==> config.mk <==
export PLATFORM = sky130hd
export DESIGN_NAME = mu0_control
export DESIGN_NICKNAME = d
export VERILOG_FILES = /design/src/rtl/mu0_control.sv
export SDC_FILE = /design/constraint.sdc
export NUM_CORES = 1
export LEC_CHECK = 0
export ABC_AREA = 1
export BUFFER_PORTS_ARGS = -buffer_cell sky130_fd_sc_hd__buf_2
export CORE_MARGIN = 4
export CORE_UTILIZATION = 40
export CTS_CLUSTER_DIAMETER = 60
export DETAILED_ROUTE_END_ITERATION = 8
export SLEW_MARGIN = 25
export SYNTH_ARGS = -nofsm -noshare
export SYNTH_HDL_FRONTEND = slang
export SYNTH_SLANG_ARGS = --single-unit
==> constraint.sdc <==
create_clock -name clk -period 2.75 [get_ports clk]
set_input_delay 0.6875 -clock clk [delete_from_list [all_inputs] [get_ports clk]]
set_output_delay 0.6875 -clock clk [all_outputs]
set_load 0.03 [all_outputs]
==> src/rtl/mu0_control.sv <==
// MU0 fetch/execute sequencer with memory-ready stalls and a halt state.
// Drives datapath enables, mux selects and memory requests from the IR opcode.
module mu0_control #(
  parameter bit USE_MEM_RDY   = 1'b1,
  parameter bit ILLEGAL_HALTS = 1'b0
) (
  input  logic        clk,
  input  logic        rst_n,
  input  logic [3:0]  F,
  input  logic        N,
  input  logic        Z,
  input  logic        mem_rdy,
  output logic        X_sel,
  output logic        Y_sel,
  output logic        Addr_sel,
  output logic [1:0]  ALU_fs,
  output logic        PC_En,
  output logic        IR_En,
  output logic        Acc_En,
  output logic        MEM_rEn,
  output logic        MEM_wEn,
  output logic        Halted,
  output logic [15:0] instr_cnt
);

  typedef enum logic [1:0] {
    FETCH = 2'd0,
    EXEC  = 2'd1,
    HALT  = 2'd2
  } state_t;

  state_t state;
  logic   rdy;
  logic   mem_op;
  logic   done;
  logic   stop;

  assign rdy    = mem_rdy | ~USE_MEM_RDY;
  assign mem_op = ~F[3] & ~F[2];
  assign done   = (state == EXEC) & (rdy | ~mem_op);
  assign stop   = (F == 4'd7) | (ILLEGAL_HALTS & F[3]);

  always_ff @(posedge clk or negedge rst_n) begin
    if (!rst_n) begin
      state     <= FETCH;
      instr_cnt <= 16'h0000;
    end else begin
      unique case (state)
        FETCH: if (rdy) state <= EXEC;
        EXEC: begin
          if (done) begin
            if (instr_cnt != 16'hFFFF)
              instr_cnt <= instr_cnt + 16'd1;
            state <= stop ? HALT : FETCH;
          end
        end
        HALT:    state <= HALT;
        default: state <= FETCH;
      endcase
    end
  end

  // Everything is forced low while reset is held, even though state reads FETCH.
  always_comb begin
    X_sel    = 1'b0;
    Y_sel    = 1'b0;
    Addr_sel = 1'b0;
    ALU_fs   = 2'b00;
    PC_En    = 1'b0;
    IR_En    = 1'b0;
    Acc_En   = 1'b0;
    MEM_rEn  = 1'b0;
    MEM_wEn  = 1'b0;
    Halted   = 1'b0;
    if (rst_n) begin
      unique case (state)
        FETCH: begin
          MEM_rEn = 1'b1;
          X_sel   = 1'b1;
          ALU_fs  = 2'b10;
          IR_En   = rdy;
          PC_En   = rdy;
        end
        EXEC: begin
          unique case (1'b1)
            (F == 4'd0): begin
              Addr_sel = 1'b1;
              MEM_rEn  = 1'b1;
              Acc_En   = rdy;
            end
            (F == 4'd1): begin
              Addr_sel = 1'b1;
              MEM_wEn  = 1'b1;
            end
            (F == 4'd2),
            (F == 4'd3): begin
              Addr_sel = 1'b1;
              MEM_rEn  = 1'b1;
              ALU_fs   = F[0] ? 2'b11 : 2'b01;
              Acc_En   = rdy;
            end
            (F == 4'd4): begin
              Y_sel = 1'b1;
              PC_En = 1'b1;
            end
            (F == 4'd5): begin
              Y_sel = 1'b1;
              PC_En = ~N;
            end
            (F == 4'd6): begin
              Y_sel = 1'b1;
              PC_En = ~Z;
            end
            (F == 4'd7): ;
            F[3]: ;
            default: ;
          endcase
        end
        HALT:    Halted = 1'b1;
        default: ;
      endcase
    end
  end

endmodule

==> results of run 1 <==
-- state kept, by name, indices dropped and copies added (netlist names) --
signal and count:
instr_cnt 16, state 2
-- critical path, delay by kind of cell, from the launching register on --
family,cells,cell delay (ns)
compound gates,2,0.21
buf+inv,2,0.28
flops,1,0.47
simple gates,3,0.39
-- final cells by class --
| cell class | count | area (µm²) | area share [%] |
|---|---|---|---|
| well taps | 44 | 55.1 | 3.55 |
| multi-input cells | 143 | 732 | 47.1 |
| repair buffers | 36 | 183 | 11.8 |
| clock buffers | 4 | 36.3 | 2.34 |
| inverters | 23 | 96.3 | 6.20 |
| flip-flops and latches | 18 | 450 | 29.0 |
-- layout by cell type, fill, tap and decap left out --
cell type	n
clkinv_4	1
inv_6	1
o22ai_1	1
nand3_2	1
nand4_1	4
nand3b_1	2
inv_1	17
o21ai_0	9
nor2_1	22
nand2_2	16
ha_1	1
clkbuf_4	3
nand4_2	1
xnor2_1	7
o31ai_1	1
nor3_1	5
buf_2	35
clkbuf_8	1
nand3_1	5
buf_4	1
nand2_1	61
nand2_4	2
inv_2	4
nor2_4	2
dfrtp_1	18
nand2_8	1
a21oi_1	2
-- metrics by stage --
stage	worst slack [ns]	hold WS, ns	cell area [µm²]	total power [mW]	std cells
after floorplan	0.383	0.392	1310	0.589	186
after global placement	0.493	0.469	1520	0.659	264
after detailed placement	0.466	0.496	1520	0.666	264
after CTS	0.421	0.351	1550	0.836	268
after global routing	0.207	0.352	1550	0.889	268
final	0.424	0.351	1550	0.824	268
-- metal layers --
metal	vias up	global-route usage [%]	routed length (µm)
met5	-	0	0
met4	0	4.66	27
met3	4	3.25	166
met2	34	24.3	1320
met1	550	22.3	1480
li1	653	-	-
-- cell families after synthesis --
| group | synth area share, % |
|---|---|
| compound gates | 5.25 |
| simple gates | 45.0 |
| buf+inv | 9.74 |
| flops | 34.4 |
| fa+ha+maj | 0.955 |
| xor+xnor | 4.68 |
-- final timing paths --
kind                              start       endpoint  slack (ns)
max in group asynchronous         rst_n   instr_cnt[5]        2.20
hold / removal                    rst_n       state[0]        0.35
setup reg to reg           instr_cnt[0]  instr_cnt[15]        1.15
setup / recovery               state[0]          PC_En        0.42
hold reg to reg                state[1]       state[0]        0.51
min in group clk               state[1]       state[0]        0.51
-- power by group --
group / switching, mW / internal [mW] / leakage, nW
Clock: 0.0853 / 0.0806 / 0.0210
Combinational: 0.206 / 0.0946 / 0.580
Sequential: 0.0582 / 0.299 / 0.245
Total: 0.350 / 0.474 / 0.846
==> summary.md, run 1 <==
| Metric | Value |
|---|---|
| Status | `completed` |
| CTS Root Cell | `clkbuf_4` |
| Post-CTS Hold Fix Bufs | `0` |
| CP required | `2.06 ns` |
| PostCTS Resize Cnt | `0` |
| Final setup fails | `0` |
| Yosys reg bits | `18` |
| Unrepaired setup endpoints after global routing | `no` |
| Crit end category | `primary output` |
| Slew @ Worst Pin | `between 0.2 and 0.3 ns` |
| Layout area overhead | `18.5%` |
| Antenna viol nets, final | `0` |
| IO Port Bufs | `35` |
| Total grt overflow | `0` |
| Cell variety after synth | `25` |
| Commonest cells in the netlist | `nand2_1 (61), nor2_1 (22), dfrtp_1 (18)` |
| Max-slew headroom | `80.9%` |
| Post-Syn Area | `between 1000 and 1500 µm²` |
| Cell Rows | `20` |
| Total number of vias | `between 1000 and 1500` |
| DIE AREA | `between 4000 and 5000 µm²` |
| Hold Fails Final Rpt | `0` |
| Fmax | `around 430 MHz` |
| Post-synthesis sequential area ratio | `approximately a third` |
| Final worst path period share | `~85%` |
| Clk slew on worst S/H paths | `approximately 0.11 ns` |
| Class of the worst hold path | `primary input to asynchronous set/reset pin` |
| Most frequent cell after synthesis | `nand2_1` |
| Sinks on the clock net | `18` |
| P_leak | `around 0.85 nW` |
| Share of post-route cells with drive strength above 1 | `30.8%` |
| Leading area contributor after synthesis | `dfrtp_1` |
| Ant diodes | `0` |
| CP Cell Sequence | `inv_2 -> nor2_1 -> nand3b_1 -> nor2_1 -> o21ai_0 -> a21oi_1 -> buf_2` |
| Post-layout min period | `between 2 and 2.5 ns` |
| Mapped Cells | `186` |
| Worst Path Max Fanout | `6` |
| Initial core utilization | `between 40 and 50%` |
| Total GRT Usage | `between 10% and 20%` |
| Crit path kind | `register to primary output` |
| Largest net degree at the start of global routing | `20` |
| Vias in the first global route | `1176` |
| Post-CTS setup buffers | `0` |
| CTS H-tree depth | `1` |
| Area contributors post-synth | `dfrtp_1 (34%), nand2_1 (17%), nand2_2 (7.6%)` |
| Max Clock Skew | `between 0.0008 and 0.0009 ns` |
| Max clock buf depth | `2` |
| Cell area power density | `about 530 nW/µm²` |
| Die Width | `approximately 65 µm` |
| WP data arrival | `approximately 1.6 ns` |
| Post-Route WL | `~3 mm` |
| Max-slew violation count | `0` |
| Dominant synthesized flop cell | `dfrtp_1` |
| GPL Wtd Cong | `between 0.8 and 0.9` |
| Initial antenna violation count | `0` |
| Clk_lat worst skew | `slightly below 0.3 ns` |
| Worst R2R Path Depth | `10` |
| Vias per inst | `between 4 and 5` |
| Post-synthesis net count | `between 150 and 200` |
| IO Pins | `36` |
| Worst VDD drop | `roughly 380 µV` |
| CP peak stage delay | `approximately 0.47 ns` |
| Remaining DRCs | `0` |
| DP Wirelength | `approximately 2.3 mm` |
| Detailed router's first-iteration violation count | `66` |
| Final core utilization | `approximately half` |
| Crit-path slowest cell | `dfrtp_1` |
| Crit start category | `register` |
| Inserted Clock Buffers | `3` |
| Post-synth top area share | `about a third` |
| Ys Warns | `0` |
| Syn_area_per_cell | `around 7.0 µm²` |
| Core area | `3100 µm²` |
| Die Y | `between 60 and 70 µm` |
| First-pass GRT wire length | `~5.3 mm` |
| Max-cap violation count | `0` |
| Fill count | `between 300 and 400` |
| Detailed Routing Iterations Pass 1 | `4` |
| CTS tree | `built` |
| Post-route setup TNS | `0 ns` |
| Drt wl/cell | `~11 µm` |
| Top cell by count, worst path | `nor2_1` |
| Post-synth EDFFs | `0` |
| Async SR Flop Fraction | `100%` |
| Final net count | `approximately 240` |
(Power assumes the default switching activity.)
==> inputs of run 2 (changes only) <==
PLACE_DENSITY = 0.66   (was not set)
clock period = 2 ns   (was 2.75 ns; I/O delays follow)
==> summary.md, run 2 (synthesis results as in run 1) <==
| Metric | Value |
|---|---|
| Failing checks | `negative setup slack` |
| CTS Root Cell | `clkbuf_4` |
| Final net count | `241 (+2.6%)` |
| Max-cap violation count | `0 (unchanged)` |
| Clock share of power | `19.2% (-0.9 points)` |
| Cell Rows | `20 (unchanged)` |
| First-pass GRT wire length | `5.35 mm (+0.53%)` |
| CTS H-tree depth | `1 (unchanged)` |
| Sw power | `494 µW (+41%)` |
| Vias per inst | `4.85 (+4.7%)` |
| Post-CTS Hold Fix Bufs | `0 (unchanged)` |
| Clk slew on worst S/H paths | `0.11 ns (about the same)` |
| CTS tree | `built` |
| Antenna viol nets, final | `0 (unchanged)` |
| Delay-heaviest family, CP | `simple AND/OR/NAND/NOR gates` |
| Slew @ Worst Pin | `0.258 ns (-0.0284 ns)` |
| Most flop-heavy register | `instr_cnt` |
| DP Wirelength | `2.36 mm (+1.1%)` |
| Worst Path Max Fanout | `4 (-2)` |
| Crit end category | `primary output` |
| Status | `complete, but fails checks` |
| Final setup fails | `3 (+3)` |
| Unrepaired setup endpoints after global routing | `yes` |
| WP data arrival | `1.57 ns (-0.07 ns)` |
| CP required | `1.50 ns (-0.56 ns)` |
| Int Pwr | `679 µW (+43%)` |
| Final setup margin | `-0.0725 ns (-0.496 ns)` |
| CP peak stage delay | `0.45 ns (-0.02 ns)` |
| Max-slew violation count | `0 (unchanged)` |
| Detailed router's first-iteration violation count | `28 (-58%)` |
| Detailed Routing Iterations Pass 1 | `4 (unchanged)` |
| Core area | `3100 µm² (unchanged)` |
| Initial antenna violation count | `0 (unchanged)` |
| Total number of vias | `1328 (+7.0%)` |
| Placed cell count | `265 (+0.38%)` |
| Fill count | `347 (+1.5%)` |
| Die Width | `65.2 µm (unchanged)` |
| Total GRT Usage | `15.6% (-0.17 points)` |
| Max clock buf depth | `2 (unchanged)` |
| IO Port Bufs | `35 (unchanged)` |
| DIE AREA | `4250 µm² (unchanged)` |
| Most frequent cells in the layout | `nand2_1 (59), buf_2 (27), nor2_1 (21), nand2_2 (17), dfrtp_1 (17)` |
| Clk_lat worst skew | `0.29 ns (about the same)` |
| P_leak | `0.884 nW (+4.5%)` |
| Crit start category | `register` |
| Cell area power density | `703 nW/µm² (+32%)` |
| Remaining DRCs | `0 (unchanged)` |
| Worst VDD drop | `586 µV (+54%)` |
| Post-layout min period | `2.07 ns` |
| Hold Fails Final Rpt | `0 (unchanged)` |
| IO Pins | `36 (unchanged)` |
| Inserted Clock Buffers | `3 (unchanged)` |
| Total grt overflow | `0 (unchanged)` |
| Initial core utilization | `42.2% (unchanged)` |
| Commonest non-fill, non-tap cell in the layout | `nand2_1` |
| Sinks on the clock net | `18 (unchanged)` |
| Sequential cell fraction of total power | `41.9% (-1.4 points)` |
| Crit path kind | `register to primary output` |
| Drt wl/cell | `11.9 µm (+6.6%)` |
| Non-filler cells, final | `274 (+2.2%)` |
| Vias in the first global route | `1238 (+5.3%)` |
| Combinational share of power | `38.9% (+2.4 points)` |
| GPL Wtd Cong | `0.810 (+1.1%)` |
| Worst slack, placed | `0.117 ns (-0.349 ns)` |
| Die Y | `65.2 µm (unchanged)` |
| Max-slew headroom | `82.8% (+1.9 points)` |
| Top Registers | `instr_cnt x16, state x2` |
| Crit path buffers/inverters | `2 (unchanged)` |
| Final worst path period share | `104%` |
| Switch share | `42.1% (-0.33 points)` |
| Number of flip-flops under the largest register name | `16 (unchanged)` |
| Tot Pwr | `1.17 mW (+42%)` |
| Share of post-route cells with drive strength above 1 | `37.0% (+6.2 points)` |
| Largest net degree at the start of global routing | `19 (-5.0%)` |
| Crit-path slowest cell | `dfrtp_1` |
| Ant diodes | `0 (unchanged)` |
| Fmax | `483 MHz` |
| Post-Route WL | `3.27 mm (+9.0%)` |
| CP Cell Sequence | `inv_2 -> nand2_4 -> nor3_4 -> nand2_2 -> nor3_2 -> buf_4` |
| Max Clock Skew | `0.00475 ns (+0.00393 ns)` |
| Class of the worst hold path | `primary input to asynchronous set/reset pin` |
| Layout area overhead | `27.4%` |
[run 2: final timing paths]
path	startpoint	to	slack, ns	cells past startpoint
min in group clk	mem_rdy	state[0]	0.56	3
min	rst_n	instr_cnt[9]	0.18	2
max	state[1]	MEM_wEn	-0.07	6
max in group asynchronous	rst_n	state[0]	1.47	3
min reg2reg	instr_cnt[1]	instr_cnt[1]	0.58	2
max reg2reg	instr_cnt[0]	instr_cnt[15]	0.43	10
[run 2: what timing repair did]
item	CTS	global route
setup endpoints to repair	7	8
pin swaps	2	5
setup buffers	2	3
resized for setup	7	21
[run 2: metrics by stage]
step	utilization [%]	area, µm²	setup TNS, ns	hold slack (ns)
2_1_floorplan	-	1310	0	0.204
3_3_place_gp	49.1	1520	0	0.486
3_5_place_dp	49.1	1520	0	0.483
4_1_cts	51.2	1590	0	0.148
5_1_grt	53.8	1670	-0.695	0.185
6_report	53.8	1670	-0.114	0.179
[run 2: area by class of cell]
type,instances,area (µm²),share of cell area (%)
Inverter,23,96.3,5.77
Sequential cell,18,452,27.1
Timing Repair Buffer,42,255,15.3
Clock buffer,4,36.3,2.17
Multi-Input combinational cell,143,774,46.4
Tap cell,44,55.1,3.30
[run 2: metal layers]
metal,wire (µm),vias up,global-route usage [%]
li1,-,671,-
met1,1440,629,20.0
met2,1680,26,27.7
met3,131,2,1.54
met4,12,0,4.66
met5,0,-,0
[run 2: power by group through the flow]
stage	Clock (mW)	Sequential [mW]	Combinational, mW
2_1_floorplan	0	0.571	0.238
3_3_place_gp	0	0.500	0.415
3_5_place_dp	0	0.499	0.420
4_1_cts	0.235	0.490	0.434
5_1_grt	0.245	0.504	0.500
6_report	0.226	0.491	0.456
==> inputs of run 3 (changes only) <==
TNS_END_PERCENT = 1   (was not set)
==> summary.md, run 3 (synthesis results as in run 1) <==
| Metric | Value |
|---|---|
| Status | `complete, but fails checks` |
| Failing checks | `negative setup slack` |
| CP peak stage delay | `0.43 ns (-0.02 ns)` |
| Top Registers | `instr_cnt x16, state x2` |
| GRT met1 Usage | `20.0% (unchanged)` |
| Most frequent cells in the layout | `nand2_1 (59), buf_2 (29), nor2_1 (21), nand2_2 (17), dfrtp_1 (17)` |
| Vias per inst | `4.78 (-1.4%)` |
| Drt wl/cell | `11.3 µm (-5.0%)` |
| Inserted Clock Buffers | `3 (unchanged)` |
| Fmax | `488 MHz (+1.2%)` |
| Post-Route WL | `3.11 mm (-5.0%)` |
| Met3 Track Usage GR | `1.54% (unchanged)` |
| Unrepaired setup endpoints after global routing | `yes` |
| Crit end category | `primary output` |
| IO Pins | `36 (unchanged)` |
| Crit start category | `register` |
| Total grt overflow | `0 (unchanged)` |
| Crit path kind | `register to primary output` |
| Crit-path slowest cell | `dfrtp_1` |
| Post-route setup TNS | `-0.0481 ns (+0.0661 ns)` |
| Layout area overhead | `26.2%` |
| Post-layout min period | `2.05 ns (-0.0244 ns)` |
| CP Cell Sequence | `inv_2 -> nand2_4 -> nor3_4 -> nand2_2 -> nor3_2 -> buf_4` |
| Largest net degree at the start of global routing | `19 (unchanged)` |
| Max-cap violation count | `0 (unchanged)` |
| Worst VDD drop | `587 µV (+0.25%)` |
| Cell area power density | `703 nW/µm² (about the same)` |
| Number of flip-flops under the largest register name | `16 (unchanged)` |
| Final core utilization | `53.3% (-0.52 points)` |
| Core area | `3100 µm² (unchanged)` |
| Delay-heaviest family, CP | `simple AND/OR/NAND/NOR gates` |
| DIE AREA | `4250 µm² (unchanged)` |
| Met2 GRT Util | `27.7% (unchanged)` |
| IO Port Bufs | `35 (unchanged)` |
| Vias in the first global route | `1229 (-0.73%)` |
| Most flop-heavy register | `instr_cnt` |
| CTS H-tree depth | `1 (unchanged)` |
| Crit path buffers/inverters | `2 (unchanged)` |
| Ant diodes | `0 (unchanged)` |
| Clk_lat worst skew | `0.29 ns (about the same)` |
| Final setup margin | `-0.0481 ns (+0.0244 ns)` |
| Initial antenna violation count | `0 (unchanged)` |
| Worst Path Max Fanout | `3 (-1)` |
| P_leak | `0.880 nW (-0.45%)` |
| Max Clock Skew | `0.00654 ns (+0.00179 ns)` |
| Share of post-route cells with drive strength above 1 | `36.5% (-0.43 points)` |
| Initial core utilization | `42.2% (unchanged)` |
| Antenna viol nets, final | `0 (unchanged)` |
| Hold Fails Final Rpt | `0 (unchanged)` |
| Cell Rows | `20 (unchanged)` |
| CTS Root Cell | `clkbuf_4` |
| Max clock buf depth | `2 (unchanged)` |
| Final net count | `241 (unchanged)` |
| Final setup fails | `1 (-2)` |
| First-pass GRT wire length | `5.34 mm (-0.26%)` |
| Sinks on the clock net | `18 (unchanged)` |
| Remaining DRCs | `0 (unchanged)` |
| Commonest non-fill, non-tap cell in the layout | `nand2_1` |
| CP required | `1.50 ns (about the same)` |
| CTS tree | `built` |
| Slew @ Worst Pin | `0.255 ns (-0.00262 ns)` |
| Max-slew violation count | `0 (unchanged)` |
| Detailed Routing Iterations Pass 1 | `4 (unchanged)` |
| Detailed router's first-iteration violation count | `26 (-7.1%)` |
| Clk slew on worst S/H paths | `0.11 ns (about the same)` |
| Max-slew headroom | `82.9% (+0.18 points)` |
| GPL Wtd Cong | `0.810 (unchanged)` |
| Die Y | `65.2 µm (unchanged)` |
| Final worst path period share | `102% (-1.2 points)` |
| Class of the worst hold path | `primary input to asynchronous set/reset pin` |
| DP Wirelength | `2.36 mm (unchanged)` |
| Top Usage Layer GRT | `met2` |
| Total GRT Usage | `15.6% (unchanged)` |
| WP data arrival | `1.55 ns (-0.02 ns)` |
| Total number of vias | `1310 (-1.4%)` |
| Die Width | `65.2 µm (unchanged)` |
==> run 3: final cells by class <==
cell class / instances / area [µm²]
fill: 345 / 1450
clock buffer: 4 / 36.3
tap: 44 / 55.1
timing repair buffer: 42 / 243
sequential: 18 / 452
multi-input combinational: 143 / 771
inverter: 23 / 96.3
==> run 3: final timing paths <==
kind	from	to	slack [ns]	cells after the start
max	state[1]	Acc_En	-0.05	6
min	rst_n	instr_cnt[6]	0.18	2
min reg2reg	instr_cnt[1]	instr_cnt[1]	0.58	2
max reg2reg	instr_cnt[0]	instr_cnt[14]	0.42	10
max in group asynchronous	rst_n	state[0]	1.46	3
min in group clk	F[0]	state[1]	0.54	3
==> run 3: timing repair <==
| action | CTS | global route |
|---|---|---|
| pin swaps | 2 | 6 |
| resized for setup | 7 | 13 |
| endpoints found under the hold margin | 0 | 0 |
| setup buffers | 2 | 3 |
| setup endpoints to repair | 7 | 8 |
| hold buffers | 0 | 0 |
| gates cloned | 0 | 0 |
==> run 3: power breakdown <==
group          leakage [nW]  total [mW]  internal (mW)  switching (mW)
registers             0.243       0.491          0.411          0.0791
logic                 0.616       0.445          0.150           0.295
clock network        0.0210       0.227          0.111           0.116
==> run 3: routing by layer <==
metal	vias to the layer above	share of wire, %	routed length, µm
met4	0	0.39	12
met5	-	0	0
met3	2	3.8	119
met1	604	47	1450
li1	674	-	-
met2	30	49	1530
==> run 3: metrics by stage <==
stage	instance area [µm²]	power (mW)	setup WS (ns)	hold slack, ns	cells
3_3_place_gp	1520	0.914	0.131	0.486	265
3_5_place_dp	1520	0.919	0.117	0.483	265
2_1_floorplan	1310	0.809	0.00822	0.204	186
5_1_grt	1650	1.24	-0.135	0.185	274
6_report	1650	1.16	-0.0481	0.179	274
4_1_cts	1590	1.16	-0.0108	0.148	271
